File: src/rtl/mole_driver.sv
// Whack-a-mole producer: spawns one LFSR-chosen mole per window, resolves each
// window as hit or miss from the latched buttons, and keeps score and misses.
module mole_driver #(
  parameter int         TICK_LO    = 16,
  parameter int         TICK_MED   = 8,
  parameter int         TICK_HI    = 4,
  parameter logic [7:0] LFSR_SEED  = 8'hA5,
  parameter int         MISS_LIMIT = 3
) (
  input  logic       clk,
  input  logic       rst,
  input  logic [3:0] counter,
  input  logic       start,
  input  logic [3:0] hit,
  output logic [3:0] mole,
  output logic [7:0] score,
  output logic [1:0] misses,
  output logic       window_done,
  output logic       game_over
);

  localparam int TICK_MAX = (TICK_LO > TICK_MED) ?
                            ((TICK_LO > TICK_HI) ? TICK_LO : TICK_HI) :
                            ((TICK_MED > TICK_HI) ? TICK_MED : TICK_HI);
  localparam int WCW = (TICK_MAX > 2) ? $clog2(TICK_MAX) : 1;
  localparam logic [1:0] MISS_LIM = 2'(MISS_LIMIT);

  typedef enum logic [2:0] {
    IDLE,
    SPAWN,
    WAIT,
    RESOLVE,
    OVER
  } state_t;

  state_t         state;
  logic [7:0]     lfsr;
  logic [3:0]     prev_mole;
  logic [WCW-1:0] wcnt;

  logic [7:0] lfsr_nx;
  logic [3:0] cand;
  logic [3:0] spawn_mole;
  logic       press_ok;
  logic       press_any;

  // x^8+x^6+x^5+x^4+1, shifting left with the feedback entering bit 0.
  function automatic logic [7:0] lfsr_step(input logic [7:0] v);
    return {v[6:0], v[7] ^ v[5] ^ v[4] ^ v[3]};
  endfunction

  function automatic logic [WCW-1:0] window_load(input logic [3:0] lvl);
    if (lvl <= 4'd4)      return WCW'(TICK_LO - 1);
    else if (lvl <= 4'd9) return WCW'(TICK_MED - 1);
    else                  return WCW'(TICK_HI - 1);
  endfunction

  assign lfsr_nx    = lfsr_step(lfsr);
  assign cand       = 4'b0001 << lfsr_nx[1:0];
  // Never show the same hole twice in a row.
  assign spawn_mole = (cand == prev_mole) ? {cand[2:0], cand[3]} : cand;
  assign press_ok   = |(hit & mole);
  assign press_any  = |hit;

  // NOTE: every register here uses <= so all updates in a cycle see the
  // pre-edge values; mixing in = would make results depend on statement order.
  always_ff @(posedge clk) begin
    if (rst) begin
      state       <= IDLE;
      lfsr        <= LFSR_SEED;
      prev_mole   <= 4'b0000;
      wcnt        <= '0;
      mole        <= 4'b0000;
      score       <= 8'd0;
      misses      <= 2'd0;
      window_done <= 1'b0;
      game_over   <= 1'b0;
    end else begin
      case (state)
        IDLE: begin
          mole <= 4'b0000;
          if (start) begin
            score  <= 8'd0;
            misses <= 2'd0;
            state  <= SPAWN;
          end
        end

        SPAWN: begin
          lfsr      <= lfsr_nx;
          mole      <= spawn_mole;
          prev_mole <= spawn_mole;
          wcnt      <= window_load(counter);
          state     <= WAIT;
        end

        WAIT: begin
          // A correct bit wins over wrong bits and over the final-cycle timeout.
          if (press_ok) begin
            if (score != 8'hFF) score <= score + 8'd1;
            mole        <= 4'b0000;
            window_done <= 1'b1;
            state       <= RESOLVE;
          end else if (press_any || wcnt == '0) begin
            if (misses != MISS_LIM) misses <= misses + 2'd1;
            mole        <= 4'b0000;
            window_done <= 1'b1;
            state       <= RESOLVE;
          end else begin
            wcnt <= wcnt - WCW'(1);
          end
        end

        RESOLVE: begin
          window_done <= 1'b0;
          if (misses == MISS_LIM) begin
            game_over <= 1'b1;
            state     <= OVER;
          end else begin
            state <= SPAWN;
          end
        end

        OVER: begin
          mole <= 4'b0000;
          if (start) begin
            score     <= 8'd0;
            misses    <= 2'd0;
            game_over <= 1'b0;
            state     <= SPAWN;
          end
        end

        default: state <= IDLE;
      endcase
    end
  end

endmodule
File: config.mk
export PLATFORM = sky130hd
export DESIGN_NAME = mole_driver
export DESIGN_NICKNAME = d
export VERILOG_FILES = /design/src/rtl/mole_driver.sv
export SDC_FILE = /design/constraint.sdc
export NUM_CORES = 1
export LEC_CHECK = 0
export CORE_MARGIN = 2
export CORE_UTILIZATION = 35
export DETAILED_ROUTE_END_ITERATION = 16
export PLACE_DENSITY = 0.55
export SYNTH_ARGS = -nofsm -noshare
export SYNTH_HDL_FRONTEND = slang
export SYNTH_SLANG_ARGS = --single-unit
File: constraint.sdc
create_clock -name clk -period 4.58 [get_ports clk]
set_input_delay 0.916 -clock clk [delete_from_list [all_inputs] [get_ports clk]]
set_output_delay 0.916 -clock clk [all_outputs]
set_load 0.01 [all_outputs]
==> results.txt, run 1 <==
port buffer count -> 26
Hold Fails Final Rpt -> 0
Setup CP Type -> in2reg
RD Place Congestion -> 0.783
EDFF count, synth -> 0
Primary FF master, synth -> dfxtp_1
ys async rst share -> 0%
clock root buffer -> clkbuf_8
syn nets -> 229
fin. max-slew vios -> 0
area of the multi-input gates -> 991 um^2
syn avg cell area -> 8.11 um^2
DR pass1 iterations -> 4
initial antenna violation count -> 0
Post-CTS Hold Buffers -> 0
Worst EP required -> 4.80 ns
share of the synthesized area in the top cell type -> 40.2%
setup_tns -> 0 ns
Die Height -> 74.6 um
ANT nets after route -> 0
post-CTS sizing -> 0
Post-Syn Area -> 0.00174 mm^2
Die Wd -> 74.6 um
Leak Pwr -> 0.734 nW
gr ovfl total -> 0
Final Net Count -> 253
Syn Inst Count -> 215
clk slew on worst S/H paths -> 0.07 ns
# setup viols final -> 0
P&R area growth vs syn -> 22.5%
Final Power -> 799 uW
slowest stage cell on the critical path -> o21ai_1
max-cap viol count -> 0
fin util -> 44.9%
VDD IR-drop max -> 0.000157 V
drc violations -> 0
Final Skew -> 0.00444 ns
f_max -> 383 MHz
Yosys reg bits -> 35
final period utilization -> 57.0%
clock latency on the worst-skew pair -> 0.28 ns
CTS sink cnt -> 35
Largest stage delay, worst path -> 0.67 ns
CP endpoint kind -> register
CTS tree -> done
Arrival @ worst endpoint -> 2.83 ns
fillers -> 494
Hold Slack -> 0.455 ns
critical path launch point type -> input pin
pwr dens -> 374 mW/mm^2
Num CTS Buffers -> 5
Tmin final -> 2.61 ns
Via density -> 5.11
min-delay worst type -> reg2reg
antenna cell count -> 0
post-synth top area cell -> dfxtp_1
Total Wirelength -> 3690 um
Synth area leaders -> dfxtp_1, nand2_1, a21oi_1
Slew Limit Headroom -> 43.3%
core footprint -> 0.00475 mm^2
peak fanout along the critical path -> 15
Core Rows -> 25
critical-path cell list -> clkdlybuf4s50_1 -> a22oi_1 -> o2bb2a_1 -> o21ai_1 -> o21ai_0 -> a21oi_1
clk buf depth -> 2
worst slew pin tran -> 0.845 ns
largest net degree at the start of global routing -> 28
first-pass GRT wire length -> 6190 um
hpwl dp -> 2520 um
vias in the first global route -> 1326
IO Count -> 27
outcome -> complete, no violations
unrepaired setup endpoints after global routing -> false
register area -> 701 um^2
DRT iter0 DRCs -> 132
GRT Total Usage -> 14.4%
routed len/inst -> 12.0 um
Synth Warn # -> 0
Netlist cell types -> 47
DR vias -> 1568
H-tree Lvls -> 2
layout cells sized above 1 -> 6.25%
Setup Fix Bufs, Post-CTS -> 0
die area -> 0.00556 mm^2
register area share after synthesis -> 40.2%
Starting Density -> 36.7%
-- cells in the final DEF (no fill, tap or decap), types with 2 or more instances in the layout --
master	count
nand2b_1	5
nand3_1	9
o21ai_1	2
mux2_1	2
clkdlybuf4s50_1	26
nand2_1	32
a211oi_1	3
o211ai_1	2
or3_1	5
nand2b_4	2
inv_1	3
clkbuf_1	2
or4_1	2
o31ai_1	3
a22oi_1	2
xnor2_1	2
o21a_1	4
clkbuf_8	5
nand3b_1	5
nor2_1	15
dfxtp_1	35
a31oi_1	2
a21oi_1	22
o21ai_0	12
nor3_1	9
ha_1	3
or2_2	2
nor2b_1	2
-- cell families (layout without fill, tap and decap cells) --
group                    Yosys count  count (layout)  synth area share (%)
XOR/XNOR                           4               4                  2.44
buffers and inverters             13              38                  3.01
multiplexers                       3               3                  1.87
flip-flops                        35              35                  40.2
AND/OR/NAND/NOR                   95              95                  28.0
adder cells (fa/ha/maj)            3               3                  2.15
AO/OA/AOI/OAI                     62              62                  22.3
-- sequential cells by signal (all words and copies together) (netlist names) --
signal       cells
lfsr             8
score            8
mole             4
prev_mole        4
wcnt             4
state            3
misses           2
game_over        1
window_done      1
-- cell type report --
type / count / share of cell area, %
tap: 67 / 3.93
sequential: 35 / 32.8
clock inverter: 1 / 0.234
multi-input combinational: 167 / 46.4
timing repair buffer: 27 / 12.5
clock buffer: 7 / 3.57
inverter: 3 / 0.527
-- metal layers --
layer	up-vias	share of wire, %	GRT usage, %
met5	-	0	0
met4	0	1.2	4.76
met3	7	4.6	4.47
met2	32	42	20.1
met1	708	52	20.9
li1	821	-	-
-- worst paths after layout --
kind                 start       end  slack [ns]  cells after the start
hold reg to reg    lfsr[1]   lfsr[1]        0.45                      2
setup / recovery    hit[2]  score[5]        1.97                      6
setup reg to reg  score[0]  score[5]        2.41                      6
hold / removal     lfsr[1]   lfsr[1]        0.45                      2
-- through the flow --
step,std cells,worst slack (ns),cell area [um^2]
floorplan,215,2.43,1740
global placement,299,1.71,2050
detailed placement,299,1.69,2050
CTS,307,1.98,2140
global route,307,1.83,2140
finish,307,1.97,2140
-- report_power, final --
| part | internal [mW] | switching (mW) |
|---|---|---|
| sequential | 0.335 | 0.0367 |
| clock | 0.107 | 0.107 |
| combinational | 0.0968 | 0.118 |
| total | 0.538 | 0.261 |
-- worst max-delay path: cells and delay by family --
| kind | cells | cell delay, ns |
|---|---|---|
| AOI/OAI and AO/OA | 5 | 1.48 |
| buffers and inverters | 1 | 0.42 |
-- cells in the mapped netlist, types with 2 or more instances --
| master | number |
|---|---|
| or4_1 | 2 |
| clkbuf_1 | 7 |
| xnor2_1 | 2 |
| a31oi_1 | 2 |
| a211oi_1 | 3 |
| or3_1 | 5 |
| o31ai_1 | 3 |
| nand2_1 | 32 |
| nand3_1 | 9 |
| ha_1 | 3 |
| nor3_1 | 9 |
| nor2_1 | 15 |
| nand3b_1 | 5 |
| o21ai_1 | 2 |
| mux2_1 | 2 |
| o211ai_1 | 2 |
| buf_2 | 3 |
| o21ai_0 | 12 |
| inv_1 | 3 |
| nand2b_1 | 5 |
| nor2b_1 | 2 |
| o21a_1 | 4 |
| dfxtp_1 | 35 |
| a21oi_1 | 22 |
| nand2b_4 | 2 |
| a22oi_1 | 2 |
| or2_2 | 2 |
(Power assumes the default switching activity.)
==> run 2, diff against run 1 <==
==> constraint.sdc (replaced) <==
create_clock -name clk -period 2.5 [get_ports clk]
set_input_delay 0.5 -clock clk [delete_from_list [all_inputs] [get_ports clk]]
set_output_delay 0.5 -clock clk [all_outputs]
set_load 0.01 [all_outputs]
==> run 2 against run 1 <==
Against the previous run: via count grew 1.7%; highest routed layer unchanged; largest power group unchanged; global-route usage increased by 0.81 points; critical endpoint is now misses[0]; worst hold slack gained 0.0053 ns; critical path type unchanged; sequential cell count unchanged.
==> results.txt, run 2 (synthesis results as in run 1) <==
fillers -> 495 (was 494)
antenna cell count -> 0 (unchanged)
Worst EP required -> 2.72 ns (was 4.80 ns)
Setup Fix Bufs, Post-CTS -> 0 (unchanged)
hold depth -> 2 (unchanged)
Tmin final -> 2.07 ns
met2 wire length -> 1580 um (was 1560 um)
largest registers -> lfsr (8), score (8) (unchanged)
WL met3 -> 166 um (was 169 um)
Post-CTS Hold Buffers -> 0 (unchanged)
ANT nets after route -> 0 (unchanged)
f_max -> 483 MHz
Arrival @ worst endpoint -> 2.29 ns (was 2.83 ns)
Critical R2R Capture -> misses[0] (was score[5])
port buffer count -> 26 (unchanged)
final period utilization -> 82.8%
unrepaired setup endpoints after global routing -> false (unchanged)
hpwl dp -> 2750 um (was 2520 um)
Num CTS Buffers -> 5 (unchanged)
Core Rows -> 25 (unchanged)
fin. max-slew vios -> 0 (unchanged)
area of the multi-input gates -> 991 um^2 (unchanged)
core footprint -> 0.00475 mm^2 (unchanged)
Via density -> 5.09 (was 5.11)
P&R area growth vs syn -> 27.1% (was 22.5%)
Die Wd -> 74.6 um (unchanged)
min-delay worst type -> reg2reg (unchanged)
IO Count -> 27 (unchanged)
GRT Total Usage -> 15.2% (was 14.4%)
clk buf depth -> 2 (unchanged)
Worst Hold Launch -> lfsr[6] (was lfsr[1])
Max Used Layer -> met4 (unchanged)
commonest non-fill, non-tap cells in the layout -> dfxtp_1, nand2_1, clkdlybuf4s50_1, a21oi_1, nor2_1 (unchanged)
critical-path cell list -> clkdlybuf4s50_1 -> nor4_1 -> buf_4 -> o21a_1 -> or4b_4 -> or3_1 -> a21oi_1 (was clkdlybuf4s50_1 -> a22oi_1 -> o2bb2a_1 -> o21ai_1 -> o21ai_0 -> a21oi_1)
DR pass1 iterations -> 4 (unchanged)
outcome -> complete, no violations (unchanged)
Final Net Count -> 259 (was 253)
setup_tns -> 0 ns (unchanged)
reg2reg start -> wcnt[0] (was score[0])
Final Skew -> 0.00417 ns (was 0.00444 ns)
M1 WL -> 2080 um (was 1920 um)
RD Place Congestion -> 0.731 (was 0.783)
Leak Pwr -> 0.783 nW (was 0.734 nW)
Die Height -> 74.6 um (unchanged)
VDD IR-drop max -> 0.000277 V (was 0.000157 V)
register area -> 701 um^2 (unchanged)
Comb power frac -> 25.3% (was 26.8%)
largest net degree at the start of global routing -> 18 (was 28)
die area -> 0.00556 mm^2 (unchanged)
clock latency on the worst-skew pair -> 0.28 ns (about the same)
drc violations -> 0 (unchanged)
clock share of power -> 32.8% (was 26.7%)
routed len/inst -> 12.3 um (was 12.0 um)
DRT iter0 DRCs -> 106 (was 132)
Total Wirelength -> 3850 um (was 3690 um)
clk slew on worst S/H paths -> 0.07 ns (about the same)
R2R depth -> 7 (was 6)
H-tree Lvls -> 2 (unchanged)
Internal Pwr Total -> 1.12 mW (was 538 uW)
Setup CP Type -> in2reg (unchanged)
vias in the first global route -> 1325 (was 1326)
initial antenna violation count -> 0 (unchanged)
first-pass GRT wire length -> 6490 um (was 6190 um)
CP endpoint kind -> register (unchanged)
Final Power -> 1.62 mW (was 799 uW)
layout cells sized above 1 -> 9.35% (was 6.25%)
Hold Fails Final Rpt -> 0 (unchanged)
Largest stage delay, worst path -> 0.53 ns (was 0.67 ns)
r2r setup slk -> 0.59 ns (was 2.41 ns)
worst hold endpoint -> lfsr[6] (was lfsr[1])
crit path buf inv count -> 2 (was 1)
most common cell after layout, fill and taps aside -> dfxtp_1 (unchanged)
CTS tree -> done (unchanged)
Flop pwr share -> 42.0% (was 46.5%)
post-CTS sizing -> 0 (unchanged)
critical path launch point type -> input pin (unchanged)
gr ovfl total -> 0 (unchanged)
sw frac -> 30.6% (was 32.7%)
peak fanout along the critical path -> 3 (was 15)
kind of cell adding the most delay to the critical path -> simple AND/OR/NAND/NOR gates (was compound AO/OA/AOI/OAI gates)
clock root buffer -> clkbuf_8 (unchanged)
Psw -> 496 uW (was 261 uW)
Slew Limit Headroom -> 67.6% (was 43.3%)
max-cap viol count -> 0 (unchanged)
fin util -> 46.6% (was 44.9%)
CTS sink cnt -> 35 (unchanged)
worst slew pin tran -> 0.484 ns (was 0.845 ns)
Starting Density -> 36.7% (unchanged)
DR vias -> 1594 (was 1568)
slowest stage cell on the critical path -> or4b_4 (was o21ai_1)
# setup viols final -> 0 (unchanged)
pwr dens -> 731 mW/mm^2 (was 374 mW/mm^2)
[run 2: cell types whose count changed in the layout (fill, tap and decap cells not counted), sizes merged]
cell / delta
clkbuf: -1
bufinv: +1
buf: +6
[run 2: cell type report]
class	count	area share, %
Multi-Input combinational cell	167	44.7
Sequential cell	35	31.6
Timing Repair Buffer	33	14.1
Tap cell	67	3.78
Clock buffer	6	3.72
Clock inverter	2	1.58
Inverter	3	0.508
[run 2: power groups by stage]
stage | clock, mW | sequential, mW | combinational (mW)
after floorplan | 0 | 0.674 | 0.307
after global placement | 0 | 0.693 | 0.410
after detailed placement | 0 | 0.692 | 0.411
after CTS | 0.552 | 0.679 | 0.414
after global routing | 0.578 | 0.693 | 0.463
final | 0.531 | 0.680 | 0.409
[run 2: worst reg2reg max path, delay by kind of cell, from the launching register on]
family	cells	cell delay [ns]
AO/OA/AOI/OAI	2	0.34
AND/OR/NAND/NOR	3	0.93
buffers and inverters	1	0.06
adder cells (fa/ha/maj)	1	0.16
flip-flops	1	0.34
[run 2: through the flow]
stage	instances	setup slack, ns	cell area, um^2	hold WS [ns]
after global routing	313	0.348	2220	0.491
after global placement	305	0.157	2100	0.447
after floorplan	215	0.704	1740	0.432
after CTS	313	0.435	2220	0.465
final	313	0.429	2220	0.460
after detailed placement	305	0.147	2100	0.454
[run 2: routing by layer]
layer | vias up | track usage [%]
met5 | - | 0
met4 | 0 | 5.95
met3 | 2 | 4.34
met2 | 35 | 20.7
met1 | 722 | 22.3
li1 | 835 | -
[run 2: how the worst max path moves through the flow]
stage,start,to,slack [ns],cells after the start
floorplan,wcnt[0],misses[0],0.70,7
CTS,hit[0],misses[0],0.44,7
global route,hit[0],misses[1],0.35,7
finish,hit[0],misses[0],0.43,7
global placement,hit[0],misses[0],0.16,7
detailed placement,hit[1],misses[0],0.15,7
==> run 3, diff against run 2 <==
==> constraint.sdc (replaced) <==
create_clock -name clk -period 2 [get_ports clk]
set_input_delay 0.4 -clock clk [delete_from_list [all_inputs] [get_ports clk]]
set_output_delay 0.4 -clock clk [all_outputs]
set_load 0.01 [all_outputs]
==> run 3 against run 2 <==
Against the previous run: count of clock-buffer cells in the layout is 1 lower; non-clock buffer count is 9 higher; wire length is 3.4% higher; sequential power is 25% higher; global-route usage is 0.29 points higher; design area is 2.9% higher; combinational power is 36% higher; clock skew is 0.0053 ns higher; critical path depth stayed put; first-iteration DRC count is 18% higher; utilization is 1.3 points higher; critical endpoint unchanged.
==> results.txt, run 3 (synthesis results as in run 1) <==
Final Skew -> 0.00944 ns (was 0.00417 ns)
CTS tree -> done (unchanged)
# setup viols final -> 0 (unchanged)
Final Net Count -> 268 (was 259)
layout cells sized above 1 -> 12.9% (was 9.35%)
Hold Fails Final Rpt -> 0 (unchanged)
Internal Pwr Total -> 1.41 mW (was 1.12 mW)
critical path launch point type -> register (was input pin)
P&R area growth vs syn -> 30.8% (was 27.1%)
Tmin final -> 1.89 ns
clock share of power -> 31.0% (was 32.8%)
register area -> 702 um^2 (was 701 um^2)
Core Rows -> 25 (unchanged)
Die Wd -> 74.6 um (unchanged)
vias in the first global route -> 1480 (was 1325)
Flop pwr share -> 41.7% (was 42.0%)
gr ovfl total -> 0 (unchanged)
min-delay worst type -> reg2reg (unchanged)
IO Count -> 27 (unchanged)
worst slew pin tran -> 0.476 ns (was 0.484 ns)
Arrival @ worst endpoint -> 2.11 ns (was 2.29 ns)
drc violations -> 0 (unchanged)
pre-CTS setup slack -> -0.162 ns (was 0.147 ns)
clock latency on the worst-skew pair -> 0.28 ns (about the same)
sw frac -> 31.0% (was 30.6%)
clk slew on worst S/H paths -> 0.08 ns (was 0.07 ns)
max-cap viol count -> 0 (unchanged)
antenna cell count -> 0 (unchanged)
f_max -> 530 MHz
final period utilization -> 94.4%
Setup Fix Bufs, Post-CTS -> 0 (unchanged)
fillers -> 514 (was 495)
Die Height -> 74.6 um (unchanged)
Starting Density -> 36.7% (unchanged)
peak fanout along the critical path -> 4 (was 3)
initial antenna violation count -> 0 (unchanged)
Psw -> 633 uW (was 496 uW)
final worst slack -> 0.112 ns (was 0.429 ns)
RD Place Congestion -> 0.742 (was 0.731)
CTS sink cnt -> 35 (unchanged)
most common cell after layout, fill and taps aside -> dfxtp_1 (unchanged)
fin. max-slew vios -> 0 (unchanged)
DR vias -> 1634 (was 1594)
unrepaired setup endpoints after global routing -> false (unchanged)
largest net degree at the start of global routing -> 17 (was 18)
Setup CP Type -> reg2reg (was in2reg)
Leak Pwr -> 0.824 nW (was 0.783 nW)
Worst EP required -> 2.22 ns (was 2.72 ns)
clk buf depth -> 2 (unchanged)
port buffer count -> 26 (unchanged)
kind of cell adding the most delay to the critical path -> simple AND/OR/NAND/NOR gates (unchanged)
commonest non-fill, non-tap cells in the layout -> dfxtp_1, nand2_1, clkdlybuf4s50_1, a21oi_1, buf_4 (was dfxtp_1, nand2_1, clkdlybuf4s50_1, a21oi_1, nor2_1)
Total Wirelength -> 3980 um (was 3850 um)
post-CTS sizing -> 0 (unchanged)
hpwl dp -> 2860 um (was 2750 um)
routed len/inst -> 12.4 um (was 12.3 um)
Largest stage delay, worst path -> 0.53 ns (about the same)
die area -> 0.00556 mm^2 (unchanged)
core footprint -> 0.00475 mm^2 (unchanged)
clock root buffer -> clkbuf_8 (unchanged)
critical-path cell list -> inv_1 -> ha_1 -> nand2b_1 -> o21a_1 -> or4b_4 -> or3_1 -> a21oi_1 (was clkdlybuf4s50_1 -> nor4_1 -> buf_4 -> o21a_1 -> or4b_4 -> or3_1 -> a21oi_1)
Comb power frac -> 27.3% (was 25.3%)
VDD IR-drop max -> 0.000324 V (was 0.000277 V)
DRT iter0 DRCs -> 125 (was 106)
DR pass1 iterations -> 4 (unchanged)
GRT Total Usage -> 15.5% (was 15.2%)
CP endpoint kind -> register (unchanged)
area of the multi-input gates -> 991 um^2 (unchanged)
Via density -> 5.07 (was 5.09)
Num CTS Buffers -> 5 (unchanged)
outcome -> complete, no violations (unchanged)
slowest stage cell on the critical path -> or4b_4 (unchanged)
H-tree Lvls -> 2 (unchanged)
first-pass GRT wire length -> 6710 um (was 6490 um)
crit path buf inv count -> 1 (was 2)
pwr dens -> 896 mW/mm^2 (was 731 mW/mm^2)
largest registers -> lfsr (8), score (8) (unchanged)
ANT nets after route -> 0 (unchanged)
setup_tns -> 0 ns (unchanged)
Post-CTS Hold Buffers -> 0 (unchanged)
Slew Limit Headroom -> 68.2% (was 67.6%)
run 3: cell count changes in the layout (fill, tap and decap cells not counted), sizes merged:
| cell | change |
|---|---|
| buf | +9 |
| clkbuf | -1 |
| clkinv | +1 |
run 3: worst paths after layout:
| kind | start | depth (start not counted) | end | slack [ns] |
|---|---|---|---|---|
| worst min register to register | lfsr[6] | 2 | lfsr[6] | 0.46 |
| worst min-delay path | lfsr[6] | 2 | lfsr[6] | 0.46 |
| worst max register to register | wcnt[0] | 7 | misses[0] | 0.11 |
| worst max-delay path | wcnt[0] | 7 | misses[0] | 0.11 |
run 3: layout make-up:
type                    count  share of cell area, %
repair buffers             42                   16.7
flip-flops and latches     35                   30.8
multi-input cells         167                   43.4
clock inverters             3                   1.92
inverters                   3                  0.494
clock buffers               5                   3.02
well taps                  67                   3.68
run 3: worst min-delay path: stages (launching register included):
cell,delay (ns)
dfxtp_1,0.32
nand2_1,0.05
a21oi_1,0.05
run 3: per-stage QoR:
| step | power [mW] | hold slack (ns) | util (%) | instance area, um^2 | instances |
|---|---|---|---|---|---|
| after floorplan | 1.23 | 0.432 | - | 1740 | 215 |
| after global placement | 1.42 | 0.445 | 45.6 | 2170 | 314 |
| after detailed placement | 1.42 | 0.451 | 45.6 | 2170 | 314 |
| after CTS | 2.06 | 0.462 | 47.9 | 2280 | 322 |
| after global routing | 2.18 | 0.484 | 48.0 | 2280 | 322 |
| final | 2.04 | 0.458 | 48.0 | 2280 | 322 |
run 3: layer usage:
metal	wire length [um]	track usage, %	share of wire [%]
met5	0	0	0
met3	153	2.98	3.8
met4	43	4.96	1.1
met2	1740	23.0	44
met1	2040	22.5	51
run 3: power groups by stage:
stage / Sequential [mW] / Combinational [mW] / Clock [mW]
6_report: 0.852 / 0.558 / 0.632
5_1_grt: 0.865 / 0.634 / 0.676
4_1_cts: 0.849 / 0.560 / 0.648
3_5_place_dp: 0.866 / 0.557 / 0
3_3_place_gp: 0.865 / 0.556 / 0
2_1_floorplan: 0.842 / 0.383 / 0
